**config.mk**
```make
export PLATFORM = sky130hd
export DESIGN_NAME = cond_unit
export DESIGN_NICKNAME = d
export VERILOG_FILES = /design/src/rtl/cond_unit.sv
export SDC_FILE = /design/constraint.sdc
export NUM_CORES = 1
export LEC_CHECK = 0
export ABC_AREA = 1
export CAP_MARGIN = 20
export CORE_MARGIN = 5
export CORE_UTILIZATION = 40
export CTS_CLUSTER_DIAMETER = 50
export DETAILED_ROUTE_END_ITERATION = 8
export HOLD_SLACK_MARGIN = 0.08
export PLACE_DENSITY = 0.8
export SLEW_MARGIN = 20
export SYNTH_ARGS = -nofsm -noshare
export SYNTH_HDL_FRONTEND = slang
export SYNTH_SLANG_ARGS = --single-unit
```
**constraint.sdc**
```tcl
create_clock -name clk -period 1.5 [get_ports clk]
set_clock_uncertainty 0.1 [all_clocks]
set_input_delay 0.3 -clock clk [delete_from_list [all_inputs] [get_ports clk]]
set_output_delay 0.3 -clock clk [all_outputs]
set_load 0.005 [all_outputs]
```
**src/rtl/cond_unit.sv**
```systemverilog
// Conditional-execution unit: holds the NZCV flags, evaluates the condition field and
// gates PC/register/memory writes with the condition result registered one cycle earlier.
module cond_unit #(
  parameter logic [3:0] FLAGS_RESET = 4'b0000
) (
  input  logic       clk,
  input  logic       reset,
  input  logic [3:0] Cond,
  input  logic [3:0] ALUFlags,
  input  logic [1:0] FlagW,
  input  logic       PCS,
  input  logic       NextPC,
  input  logic       RegW,
  input  logic       MemW,
  output logic       PCWrite,
  output logic       RegWrite,
  output logic       MemWrite,
  output logic [3:0] Flags,
  output logic       CondEx
);

  logic [3:0] flags_q, flags_d;
  logic       cond_ex_delayed_q, cond_ex_delayed_d;
  logic [1:0] flag_write;
  logic       n, z, c, v;
  logic       cond_ex;

  assign {n, z, c, v} = flags_q;

  always_comb begin
    cond_ex = 1'b0;
    case (Cond)
      4'b0000: cond_ex = z;
      4'b0001: cond_ex = ~z;
      4'b0010: cond_ex = c;
      4'b0011: cond_ex = ~c;
      4'b0100: cond_ex = n;
      4'b0101: cond_ex = ~n;
      4'b0110: cond_ex = v;
      4'b0111: cond_ex = ~v;
      4'b1000: cond_ex = c & ~z;
      4'b1001: cond_ex = ~c | z;
      4'b1010: cond_ex = ~(n ^ v);
      4'b1011: cond_ex = n ^ v;
      4'b1100: cond_ex = ~z & ~(n ^ v);
      4'b1101: cond_ex = z | (n ^ v);
      4'b1110: cond_ex = 1'b1;
      4'b1111: cond_ex = 1'b1;
      default: cond_ex = 1'b0;
    endcase
  end

  // Logical AND keeps an unknown condition from enabling a write when FlagW is 0.
  for (genvar gi = 0; gi < 2; gi++) begin : g_flag_write
    assign flag_write[gi] = FlagW[gi] && cond_ex;
  end

  always_comb begin
    flags_d = flags_q;
    if (flag_write[1]) flags_d[3:2] = ALUFlags[3:2];
    if (flag_write[0]) flags_d[1:0] = ALUFlags[1:0];
    cond_ex_delayed_d = cond_ex;
  end

  always_ff @(posedge clk) begin
    if (reset) begin
      flags_q           <= FLAGS_RESET;
      cond_ex_delayed_q <= 1'b0;
    end else begin
      flags_q           <= flags_d;
      cond_ex_delayed_q <= cond_ex_delayed_d;
    end
  end

  // Gated writes use the condition evaluated one cycle earlier, against pre-update flags.
  assign PCWrite  = (PCS & cond_ex_delayed_q) | NextPC;
  assign RegWrite = RegW & cond_ex_delayed_q;
  assign MemWrite = MemW & cond_ex_delayed_q;
  assign Flags    = flags_q;
  assign CondEx   = cond_ex;

endmodule

```
### After elaboration in Yosys (flattened, before gate mapping)

Cells that the tools add are included.

| storage, ports and cells | value |
|---|---|
| logic and storage cells | 37 |
| flip-flop bits (word level) | 5 |
| input port bits | 16 |

| operators by class | value |
|---|---|
| bitwise logic cells | 14 |
| mux-type cells | 1 |
| equal/unequal tests | 15 |
| reduce and logical (&&, ||, !) cells | 4 |

Operators by type and width:

| operator | number |
|---|---|
| equality test 4 bit (second input constant) | 8 |
| equality test 4 x 3 -> 1 bit (second input constant) | 4 |
| case mux 1 bit (15 select lines) | 1 |
| equality test 4 x 2 -> 1 bit (second input constant) | 2 |
| bitwise AND 1 bit | 5 |
| NOT 1 bit | 5 |
| equality test 4 x 1 -> 1 bit (second input constant) | 1 |
| zero test 4 bit | 1 |
| OR 1 bit | 3 |
| logical AND 1 bit | 2 |
| OR reduction 2 bit | 1 |
| XOR 1 bit | 1 |

### Depth between registers and ports, before layout

| logic depth | value |
|---|---|
| depth after elaboration | 5 |
| mapped depth | 12 |
| mapped depth without buffers | 12 |

### Worst setup path after synthesis

No wires, ideal clock.

| path | value |
|---|---|
| path kind | input-to-output |
| start | in Cond[0] |
| end | out CondEx |
| stages on the path | 10 |
| buffers on the path | 1 |
| data arrival time | 1.072 ns |
| setup slack | 0.028 ns |
| cells stage by stage | buf_2 > nor2_2 > nand2_1 > nand2_1 > inv_1 > nand2_2 > nor2_4 > nand3_4 > nand2_1 > inv_1 |

| between the ends | value |
|---|---|
| cells in the longest elaborated chain, start to end | 3 |
| elaborated cells on any way between the ends | 18 |

Ends and longest elaborated chain:

| element | RTL line | source |
|---|---|---|
| start: declaration | 8 | `input logic [3:0] Cond,` |
| equality test 4 bit | 32 | `case (Cond)` |
| OR reduction 2 bit (no source line) | n/a |  |
| case mux 1 bit (15 select lines) * | 32 |  |
| end: declaration | 19 | `output logic CondEx` |

Mark *: on every way between the ends. The rest lies on a longest branch, timed or not.

### Worst setup path in the final report

| path | value |
|---|---|
| start | reg flags_q[0] (netlist: Flags[0]) |
| end | out CondEx |

| between the ends | value |
|---|---|
| cells in the longest elaborated chain, start to end | 4 |
| elaborated cells on any way between the ends | 6 |

Ends and longest elaborated chain:

| element | RTL line | source |
|---|---|---|
| start: declaration | 22 | `logic [3:0] flags_q, flags_d;` |
| start signal: assignment | 70 | `flags_q <= flags_d;` |
| XOR 1 bit | n/a |  |
| NOT 1 bit | 43, 45 |  |
| bitwise AND 1 bit | 45 | `4'b1100: cond_ex = ~z & ~(n ^ v);` |
| case mux 1 bit (15 select lines) * | 32 |  |

Marks and branches as above.

==> impl_results.md <==
- Post-DP Area: 857.1 um2
- Row count: 13
- Post-Synth XOR/XNOR Area: 0%
- HP Start: Cond[2]
- Post-synth EDFFs: 0
- Share of cells above drive strength 1: 44.68%
- Max-Cap Viols: 0
- Syn_area_per_cell: 5.413 um2
- Hpwl dp: 1.369 mm
- Worst Max-Slew Pin Slew: 215.3 ps
- Worst hold margin: 470.7 ps
- Req. time, crit path: 1100 ps
- FF+latch count, synth: 5
- Top_reg_cell synth: dfxtp_1
- Synth unique cells: 17
- Number of global-route vias before repair: 750
- Cell Count, Final, Fillers Out: 156
- Placed insts: 146
- Antenna violations before repair: 0
- Worst Path Class, Setup: reg2out
- DR WL/cell: 12.39 um
- Static leakage: 0.5544 nW
- Max Root-Sink Buffers: 2
- Synth top area share: 24.06%
- Largest net degree at the start of global routing: 10
- Most frequent cell after synthesis: nand2_1
- Final Critical Period: 1737 ps
- Failing checks: negative setup slack
- Final WS setup: -236.9 ps
- Pwr dens: 760.5 nW/um2
- Post-synthesis sequential area ratio: 18.87%
- Post-synth ARST share: 0%
- GRT Overall Usage: 18.48%
- ANT nets after route: 0
- Total Power: 0.7488 mW
- Mux cell area share after synthesis: 0%
- Cells taking the most area after synthesis: nand2_1 24%, dfxtp_1 19%, inv_1 16%, nand3_1 9.4%, nand3_2 5.7%
- Root Driver: clkbuf_4
- Synth area leader: nand2_1
- Compound-Gate Fraction of Synth Area: 4.009%
- Synth Area in Simple Gates: 58.49%
- Slew HR: 85.59%
- Clock transition at path regs: 50 ps
- Effective utilization at floorplan: 41.29%
- Num CTS Buffers: 3
- Width of the die: 46.42 um
- Syn. warnings: 0
- Ports: 24
- Antenna diode count: 0
- Critical Path AT: 1340 ps
- Layout area overhead: 85.61%
- Core Region: 1285 um2
- Nets: 158
- First-pass GRT wire length: 2.877 mm
- Number of remaining DRC errors: 0
- Cells after synthesis: 98
- Fmax: 575.7 MHz
- Syn nets: 114
- Fin. Hold Viols: 0
- Top cells by count, synth: 34 x nand2_1, 22 x inv_1, 10 x nand3_1, 8 x nor2_1, 5 x dfxtp_1
- Via-to-Cell Ratio: 4.821
- Final period util: 115.8%
- Gr ovfl total: 0
- CP Max Fanout: 4
- Reg-to-reg startpoint: Flags[3]$_SDFFE_PP0P_
- Final slew viol count: 0
- Drt pass-1 iters: 4
- Worst setup SP type: flop
- CP endpoint kind: output port
- Die area: 2155 um2
- Post-Place Worst Slack: -974.6 ps
- Main combinational cell family by area after synthesis: simple AND/OR/NAND/NOR gates
- Worst skew pair latency: 250 ps
- Mapped Area: 530.5 um2
- Final setup violation count: 1
- Final GP Congestion: 0.8707
- Critical path origin: Flags[0]$_SDFFE_PP0P_
- H-tree levels: 1
- Total clock sinks: 5
- Hold Crit Class: in2reg
- Routed wire length: 1.933 mm
- Vias: 752
- Peak supply drop: 0.0005091 V
- Synth Area in Adders: 0%
- Number of port buffers: 23
- Status: finished with violations
- CTS tree: yes
- RSZ-0062 raised after global routing: yes
- Drt initial violations: 8
- Die Y: 46.42 um
- Finished Cell Area: 984.7 um2
## kinds of logic after synthesis
group / count (synthesis)
AO/OA/AOI/OAI: 3
AND/OR/NAND/NOR: 64
flip-flops: 5
buffers and inverters: 26
## flip-flops by register name, summed over array words and instances, names as in the netlist
register           count
Flags                  4
cond_ex_delayed_q      1
## layer usage
metal	global-route usage [%]	wire, um	share of wire, %	up-vias
met1	17.24	713	37	343
met3	4.297	107	5.5	2
met5	0	0	0	-
li1	-	-	-	381
met4	5.682	10	0.52	0
met2	37.91	1101	57	26
## metrics by stage
stage | util [%] | TNS [ps]
after floorplan | - | 0
after global placement | 66.70 | -4009
after detailed placement | 66.70 | -4254
after CTS | 72.15 | -247.3
after global routing | 76.63 | -708.8
final | 76.63 | -236.9
## worst max-delay path, stage by stage, from the launching register on
cell,delay (ps)
dfxtp_4,370
inv_4,60
buf_6,100
nand2_1,50
nand2_1,50
nand2_1,60
nand2_1,60
inv_2,60
nand3_4,70
nand2_4,70
inv_2,40
buf_6,100
## what timing repair did
item,in CTS,in global routing
pin swaps,3,10
gates resized for setup,45,26
setup buffers,3,4
setup endpoints to repair,13,7
hold buffers,0,0
cloned,0,0
## layout make-up
cell class / instances / area (um2)
well taps: 15 / 18.77
multi-input cells: 67 / 396.6
clock buffers: 4 / 26.28
flip-flops and latches: 5 / 110.1
inverters: 25 / 100.1
fillers: 107 / 300.3
repair buffers: 40 / 332.8
## power breakdown
group	internal, mW	switching (mW)	total, mW	leakage (nW)
clock	0.101	0.0614	0.162	0.0150
sequential	0.155	0.0215	0.177	0.0434
combinational	0.211	0.198	0.409	0.496
total	0.467	0.281	0.749	0.554
## cells in the final DEF, fill, tap and decap left out, types with 6 or more instances in the layout
cell	instances
nand2_1	27
inv_1	16
buf_4	15
clkdlybuf4s50_1	11
nor2_1	6
nand3_2	6
nand2_2	6
inv_2	6
nand3_1	6
## final timing paths
path,endpoint,slack [ps],cells past startpoint
hold / removal,cond_ex_delayed_q$_SDFF_PP0_,470,5
hold reg to reg,Flags[2]$_SDFFE_PP0P_,600,5
setup reg to reg,Flags[3]$_SDFFE_PP0P_,0,13
setup / recovery,CondEx,-240,11
(Power assumes the default switching activity.)
